==> src/rtl/uart_tx_scheduler_pkg.sv <==
// Shared definitions for the UART position-frame scheduler.
// Holds FSM state encoding, default frame header and the frame checksum helper.
// No logic of its own; imported by the scheduler top and its echo FIFO.
package uart_tx_scheduler_pkg;

    // Transmit scheduler states: IDLE arbitrates, HDR..CHK send a frame, ECHO sends one byte
    typedef enum logic [2:0] {
        ST_IDLE = 3'd0,
        ST_HDR  = 3'd1,
        ST_P1   = 3'd2,
        ST_P2   = 3'd3,
        ST_CHK  = 3'd4,
        ST_ECHO = 3'd5
    } tx_state_e;

    localparam logic [7:0] FRAME_HDR_DEFAULT = 8'hA5;

    // Frame checksum covers the header and both position bytes
    function automatic logic [7:0] frame_checksum(input logic [7:0] hdr,
                                                  input logic [7:0] pos1,
                                                  input logic [7:0] pos2);
        return hdr ^ pos1 ^ pos2;
    endfunction

endpackage

==> src/rtl/uart_tx_scheduler_echo_fifo.sv <==
// Echo FIFO: byte queue between the UART receiver and the transmit scheduler.
// Latency: a pushed byte is visible at head_o the cycle after the push.
// Backpressure: push ignored when full unless a pop happens the same cycle; pop ignored when empty.
module uart_echo_fifo
    import uart_tx_scheduler_pkg::*;
#(
    parameter int DEPTH = 4
) (
    input  logic       clk,
    input  logic       reset_n,
    input  logic       push_i,
    input  logic [7:0] push_dat_i,
    input  logic       pop_i,
    output logic [7:0] head_o,
    output logic       full_o,
    output logic       empty_o
);

    localparam int AW = (DEPTH > 1) ? $clog2(DEPTH) : 1;
    localparam logic [AW:0] FULL_CNT = (AW + 1)'(DEPTH);

    logic [7:0]    mem_q [DEPTH];
    logic [AW-1:0] wr_ptr_q, wr_ptr_d;
    logic [AW-1:0] rd_ptr_q, rd_ptr_d;
    logic [AW:0]   cnt_q, cnt_d;
    logic          do_push;
    logic          do_pop;

    assign full_o  = (cnt_q == FULL_CNT);
    assign empty_o = (cnt_q == '0);
    assign head_o  = mem_q[rd_ptr_q];

    // A pop frees the head slot in the same cycle, so a full FIFO still takes a push alongside it
    assign do_pop  = pop_i && !empty_o;
    assign do_push = push_i && (!full_o || do_pop);

    // Pointer and occupancy next-state; pointers wrap naturally because DEPTH is a power of two
    always_comb begin
        wr_ptr_d = wr_ptr_q;
        rd_ptr_d = rd_ptr_q;
        cnt_d    = cnt_q;
        if (do_push) begin
            wr_ptr_d = wr_ptr_q + AW'(1);
        end
        if (do_pop) begin
            rd_ptr_d = rd_ptr_q + AW'(1);
        end
        unique case ({do_push, do_pop})
            2'b10:   cnt_d = cnt_q + (AW + 1)'(1);
            2'b01:   cnt_d = cnt_q - (AW + 1)'(1);
            default: cnt_d = cnt_q;
        endcase
    end

    // Pointer and occupancy registers
    always_ff @(posedge clk or negedge reset_n) begin
        if (!reset_n) begin
            wr_ptr_q <= '0;
            rd_ptr_q <= '0;
            cnt_q    <= '0;
        end else begin
            wr_ptr_q <= wr_ptr_d;
            rd_ptr_q <= rd_ptr_d;
            cnt_q    <= cnt_d;
        end
    end

    // Storage needs no reset: a slot is only read after it has been written
    always_ff @(posedge clk) begin
        if (do_push) begin
            mem_q[wr_ptr_q] <= push_dat_i;
        end
    end

endmodule

==> src/rtl/uart_tx_scheduler.sv <==
// UART transmit scheduler: sends 4-byte position frames on vsync edges and echoes received bytes.
// Latency: header offered the cycle after a vsync edge seen in IDLE; one echo byte per arbitration.
// Backpressure: tx_data/tx_valid hold until tx_ready; frames never interrupted, newer edge overwrites pending.
module uart_tx_scheduler
    import uart_tx_scheduler_pkg::*;
#(
    parameter logic [7:0] FRAME_HDR  = FRAME_HDR_DEFAULT,
    parameter int         ECHO_DEPTH = 4
) (
    input  logic       clk,
    input  logic       reset_n,
    input  logic [1:0] r_vsync_i,
    input  logic [7:0] target_pos_in1,
    input  logic [7:0] target_pos_in2,
    input  logic       rx_valid,
    input  logic [7:0] rx_data,
    output logic       tx_valid,
    output logic [7:0] tx_data,
    input  logic       tx_ready,
    output logic       busy,
    output logic [7:0] frame_drop_cnt,
    output logic       echo_ovf
);

    tx_state_e  state_q;
    logic       tx_valid_q;
    logic [7:0] tx_data_q;
    logic       busy_q;
    logic [7:0] act_p1_q;
    logic [7:0] act_p2_q;

    logic       pend_vld_q, pend_vld_d;
    logic [7:0] pend_p1_q, pend_p1_d;
    logic [7:0] pend_p2_q, pend_p2_d;
    logic [7:0] drop_cnt_q, drop_cnt_d;
    logic       echo_ovf_q, echo_ovf_d;

    logic       frame_start;
    logic       in_idle;
    logic       take_frame;
    logic [7:0] src_p1;
    logic [7:0] src_p2;
    logic       tx_acc;

    logic       fifo_push;
    logic       fifo_pop;
    logic [7:0] fifo_head;
    logic       fifo_full;
    logic       fifo_empty;

    assign frame_start = (r_vsync_i == 2'b10);
    assign in_idle     = (state_q == ST_IDLE);
    assign tx_acc      = tx_valid_q && tx_ready;

    // An edge seen directly in IDLE starts its frame at once, so the header appears one cycle later
    assign take_frame  = in_idle && (frame_start || pend_vld_q);
    assign src_p1      = frame_start ? target_pos_in1 : pend_p1_q;
    assign src_p2      = frame_start ? target_pos_in2 : pend_p2_q;

    assign fifo_pop    = (state_q == ST_ECHO) && tx_acc;
    assign fifo_push   = rx_valid;

    uart_echo_fifo #(
        .DEPTH (ECHO_DEPTH)
    ) u_echo_fifo (
        .clk        (clk),
        .reset_n    (reset_n),
        .push_i     (fifo_push),
        .push_dat_i (rx_data),
        .pop_i      (fifo_pop),
        .head_o     (fifo_head),
        .full_o     (fifo_full),
        .empty_o    (fifo_empty)
    );

    // Pending frame bookkeeping: a newer edge replaces an unsent one and counts as a drop
    always_comb begin
        pend_vld_d = pend_vld_q;
        pend_p1_d  = pend_p1_q;
        pend_p2_d  = pend_p2_q;
        drop_cnt_d = drop_cnt_q;
        echo_ovf_d = echo_ovf_q;

        if (frame_start) begin
            pend_p1_d = target_pos_in1;
            pend_p2_d = target_pos_in2;
            if (pend_vld_q && (drop_cnt_q != 8'hFF)) begin
                drop_cnt_d = drop_cnt_q + 8'd1;
            end
        end

        if (take_frame) begin
            pend_vld_d = 1'b0;
        end else if (frame_start) begin
            pend_vld_d = 1'b1;
        end

        if (rx_valid && fifo_full && !fifo_pop) begin
            echo_ovf_d = 1'b1;
        end
    end

    // Pending, drop counter and overflow registers
    always_ff @(posedge clk or negedge reset_n) begin
        if (!reset_n) begin
            pend_vld_q <= 1'b0;
            pend_p1_q  <= 8'h00;
            pend_p2_q  <= 8'h00;
            drop_cnt_q <= 8'h00;
            echo_ovf_q <= 1'b0;
        end else begin
            pend_vld_q <= pend_vld_d;
            pend_p1_q  <= pend_p1_d;
            pend_p2_q  <= pend_p2_d;
            drop_cnt_q <= drop_cnt_d;
            echo_ovf_q <= echo_ovf_d;
        end
    end

    // Transmit FSM with registered outputs; the next byte is loaded on acceptance of the current one
    always_ff @(posedge clk or negedge reset_n) begin
        if (!reset_n) begin
            state_q    <= ST_IDLE;
            tx_valid_q <= 1'b0;
            tx_data_q  <= 8'h00;
            busy_q     <= 1'b0;
            act_p1_q   <= 8'h00;
            act_p2_q   <= 8'h00;
        end else begin
            unique case (state_q)
                ST_IDLE: begin
                    if (take_frame) begin
                        state_q    <= ST_HDR;
                        tx_valid_q <= 1'b1;
                        tx_data_q  <= FRAME_HDR;
                        busy_q     <= 1'b1;
                        act_p1_q   <= src_p1;
                        act_p2_q   <= src_p2;
                    end else if (!fifo_empty) begin
                        state_q    <= ST_ECHO;
                        tx_valid_q <= 1'b1;
                        tx_data_q  <= fifo_head;
                        busy_q     <= 1'b1;
                    end
                end
                ST_HDR: begin
                    if (tx_acc) begin
                        state_q   <= ST_P1;
                        tx_data_q <= act_p1_q;
                    end
                end
                ST_P1: begin
                    if (tx_acc) begin
                        state_q   <= ST_P2;
                        tx_data_q <= act_p2_q;
                    end
                end
                ST_P2: begin
                    if (tx_acc) begin
                        state_q   <= ST_CHK;
                        tx_data_q <= frame_checksum(FRAME_HDR, act_p1_q, act_p2_q);
                    end
                end
                ST_CHK, ST_ECHO: begin
                    if (tx_acc) begin
                        state_q    <= ST_IDLE;
                        tx_valid_q <= 1'b0;
                        busy_q     <= 1'b0;
                    end
                end
                default: begin
                    state_q    <= ST_IDLE;
                    tx_valid_q <= 1'b0;
                    busy_q     <= 1'b0;
                end
            endcase
        end
    end

    assign tx_valid       = tx_valid_q;
    assign tx_data        = tx_data_q;
    assign busy           = busy_q;
    assign frame_drop_cnt = drop_cnt_q;
    assign echo_ovf       = echo_ovf_q;

endmodule

==> config.mk <==
export PLATFORM = sky130hd
export DESIGN_NAME = uart_tx_scheduler
export DESIGN_NICKNAME = d
export VERILOG_FILES = /design/src/rtl/uart_tx_scheduler_pkg.sv /design/src/rtl/uart_tx_scheduler_echo_fifo.sv /design/src/rtl/uart_tx_scheduler.sv
export SDC_FILE = /design/constraint.sdc
export NUM_CORES = 1
export LEC_CHECK = 0
export ABC_AREA = 1
export CORE_MARGIN = 2
export CORE_UTILIZATION = 52
export DETAILED_ROUTE_END_ITERATION = 10
export GPL_TIMING_DRIVEN = 0
export MAX_ROUTING_LAYER = met4
export PLACE_DENSITY = 0.86
export SYNTH_ARGS = -nofsm -noshare
export SYNTH_HDL_FRONTEND = slang
export SYNTH_HIERARCHICAL = 1
export SYNTH_SLANG_ARGS = --single-unit
==> constraint.sdc <==
create_clock -name clk -period 5 [get_ports clk]
set_input_delay 1.5 -clock clk [delete_from_list [all_inputs] [get_ports clk]]
set_output_delay 1.5 -clock clk [all_outputs]
set_load 0.01 [all_outputs]
==> summary.md, run 1 <==
| Metric | Value |
|---|---|
| Clk slew on worst S/H paths | approximately 0.10 ns |
| Synth Register Bits | between 90 and 100 |
| Die area | ~9700 um^2 |
| Max Fclk | about 260 MHz |
| Crit-path cells | clkdlybuf4s50_1 > nand2_1 > nor4_1 > inv_1 > nand3_2 > nand2_4 > nor2_1 |
| Clk buf depth | 2 |
| Area of the multi-input gates | 1760 um^2 |
| Worst Path Arrival | 3.90 ns |
| Routed WL per cell | ~14 um |
| Height of the die | 98.3 um |
| Die X | approximately 100 um |
| CP Launch Point | tx_ready |
| Post-CTS Resized | 0 |
| Yosys warning total | 6 |
| PortBufs | 48 |
| Global placement routability congestion | roughly 0.86 |
| Routed WL | roughly 9600 um |
| Initial antenna violation count | 0 |
| RSZ-0062 raised after global routing | no |
| Fin nets | roughly 620 |
| Yosys cell types | 34 |
| Total CTS buffers | 9 |
| Final Hold Fails | 0 |
| Max Cap Viol | 0 |
| CP Data Required Time | between 4 and 5 ns |
| DPL Wire Length | around 6800 um |
| Detailed-route via count | 3653 |
| Setup CP Type | input port to register |
| Hold Crit Start | pend_p1_q[2] |
| Aggregate global-route resource usage | 0.213 |
| Worst r2r src | state_q[1] |
| Syn_area_per_cell | slightly below 9 um^2 |
| Crit Path Max Fanout | 8 |
| Vias in the first global route | between 3000 and 4000 |
| Clock Latency Late Sink | ~0.36 ns |
| Synth Instances | ~530 |
| Post-CTS Setup Inserts | 0 |
| First-pass GRT wire length | 16100 um |
| Worst Hold Class | register to register |
| Final Slew Violations | 0 |
| Root buffer selected by CTS | clkbuf_8 |
| GR Overflow Total | 0 |
| Flop-to-flop setup slack | 2.05 ns |
| DRT iter0 DRCs | ~290 |
| Placed cell area | 5260 um^2 |
| Tmin final | 3.91 ns |
| Pwr Density | 572 nW/um^2 |
| Initial Util | 0.533 |
| CTS sink cnt | just over 90 |
| Post-synthesis sequential area ratio | 0.538 |
| Ant diodes | 0 |
| Reg area | between 2000 and 2500 um^2 |
| Layout cells sized above 1 | 0.132 |
| Crit end category | register |
| CTS tree | done |
| Final ANT Viol Nets | 0 |
| Post-Syn Area | 4620 um^2 |
| Cell with the largest stage delay on the worst path | nor4_1 |
| CP max stage delay | about 0.80 ns |
| H-tree depth | 3 |
| Fin Clk Skew | around 0.0090 ns |
| Drt drc | 0 |
| Final setup violation count | 0 |
| Worst-Margin Slew | slightly above 1 ns |
| Mapped Nets | roughly 560 |
| Max IR drop VDD | roughly 0.00026 V |
| Leakage | about 2.6 nW |
| DR pass1 iterations | 6 |
| Status | complete, no violations |
| Finished Cell Area | ~5500 um^2 |
| Startpoint types | input port |
| Largest net degree at the start of global routing | 40 |
| Via density | 5.23 |
| Slew Limit Headroom | 0.313 |
| Final period utilization | 0.783 |
| Row Count | 34 |
| Area Overhead vs Synth | 18.6% |
| # IOs | approximately 50 |
| Core area | 8680 um^2 |
| FILL cells | slightly below 700 |
| CTS Hold Bufs | 0 |
| Setup_tns | 0 ns |
==> layout make-up <==
class | instances | share of cell area
timing repair buffer | 49 | 0.0904
clock inverter | 7 | 0.0189
inverter | 52 | 0.0374
buffer | 16 | 0.0310
tap | 108 | 0.0246
multi-input combinational | 364 | 0.321
clock buffer | 9 | 0.0226
sequential | 93 | 0.454
==> cells in the final DEF (no fill, tap or decap), types with 3 or more instances in the layout <==
cell type,synthesis,final
nand2_1,190,190
dfrtp_1,61,61
nor2_1,49,49
inv_1,47,47
clkdlybuf4s50_1,0,47
edfxtp_1,32,32
nand3_1,31,31
o21ai_2,17,17
o21ai_1,16,16
nand2_2,11,11
o21ai_0,11,11
buf_6,9,9
clkbuf_8,0,9
ha_1,6,6
xnor2_1,5,5
nor2_2,4,4
inv_2,3,3
a21oi_1,3,3
nand2_4,3,3
buf_8,3,3
nand3b_1,3,3
nand4_1,3,3
==> final timing paths <==
kind,end,depth (start not counted)
worst max register to register,u_echo_fifo/mem_q[2][4],7
worst min-delay path,pend_p1_q[2],2
worst max-delay path,u_echo_fifo/mem_q[2][4],7
worst min register to register,pend_p1_q[2],2
min in group asynchronous,frame_drop_cnt[3],1
max in group asynchronous,act_p2_q[6],2
==> logic make-up after synthesis <==
kind of cell | share of synthesized area
buffers and inverters | 0.0812
AO/OA/AOI/OAI | 0.0695
XOR/XNOR | 0.0114
adder cells (fa/ha/maj) | 0.0206
flip-flops | 0.538
AND/OR/NAND/NOR | 0.279
==> synthesized netlist by cell type, drive strengths merged <==
master | count | area, um^2
xor2 | 1 | 8.76
ha | 6 | 75.1
xnor2 | 5 | 43.8
nor4 | 1 | 6.26
a21oi | 3 | 15.0
fa | 1 | 20.0
edfxtp | 32 | 961
o21bai | 2 | 15.0
nand3b | 3 | 22.5
nand4 | 3 | 18.8
nor2 | 55 | 231
inv | 52 | 205
o21ai | 44 | 284
o211ai | 1 | 7.51
buf | 16 | 170
nor3 | 1 | 5.00
nand2 | 204 | 816
dfrtp | 61 | 1530
nand3 | 34 | 193
==> stage by stage <==
step / power (mW) / std cells / hold slack, ns / worst slack, ns / utilization
final: 3.14 / 698 / 0.492 / 1.09 / 0.632
after global routing: 3.36 / 698 / 0.512 / 0.932 / 0.632
after CTS: 3.14 / 698 / 0.495 / 1.16 / 0.632
after detailed placement: 2.57 / 682 / 0.469 / 0.753 / 0.606
after global placement: 2.50 / 681 / 0.465 / 0.546 / 0.604
after floorplan: 2.15 / 525 / 0.445 / 1.77 / -
==> flip-flops by register name (all words and copies together), names as in the netlist <==
signal	count
act_p1_q	8
act_p2_q	8
busy	1
echo_ovf	1
frame_drop_cnt	8
pend_p1_q	8
pend_p2_q	8
pend_vld_q	1
state_q	3
tx_data	8
u_echo_fifo/cnt_q	3
u_echo_fifo/mem_q	32
u_echo_fifo/rd_ptr_q	2
u_echo_fifo/wr_ptr_q	2
==> report_power, final <==
group | total [mW] | internal (mW) | switching (mW) | leakage (nW)
Combinational | 1.41 | 0.566 | 0.848 | 1.45
Sequential | 1.16 | 1.02 | 0.145 | 1.06
Clock | 0.562 | 0.288 | 0.273 | 0.108
Total | 3.14 | 1.87 | 1.27 | 2.62
==> worst max-delay path, delay by kind of cell <==
kind                   cells  cell delay [ns]
AND/OR/NAND/NOR            5             1.81
buffers and inverters      2             0.58
==> layer usage <==
layer | vias to the layer above | part of all wire | wire length, um | GRT usage
met5 | - | 0 | 0 | -
met4 | 0 | 0.018 | 177 | 0.0780
li1 | 1779 | - | - | -
met3 | 18 | 0.049 | 474 | 0.0458
met2 | 113 | 0.51 | 4900 | 0.343
met1 | 1743 | 0.42 | 4080 | 0.267
Power figures use the tool's default switching activity.
==> inputs of run 2 (changes only) <==
clock period = 3.91 ns   (was 5 ns; I/O delays follow)
==> results of run 2 <==
The final DEF is identical to that of run 1. Status: complete, no violations.
Among the figures that moved: setup slack after placement 0.753 ns -> -0.00992 ns; setup slack after layout 1.09 ns -> 0.322 ns; register-to-register setup slack 2.05 ns -> 0.96 ns; total power 3.14 mW -> 4.01 mW; worst IR drop on VDD 0.000261 V -> 0.000334 V
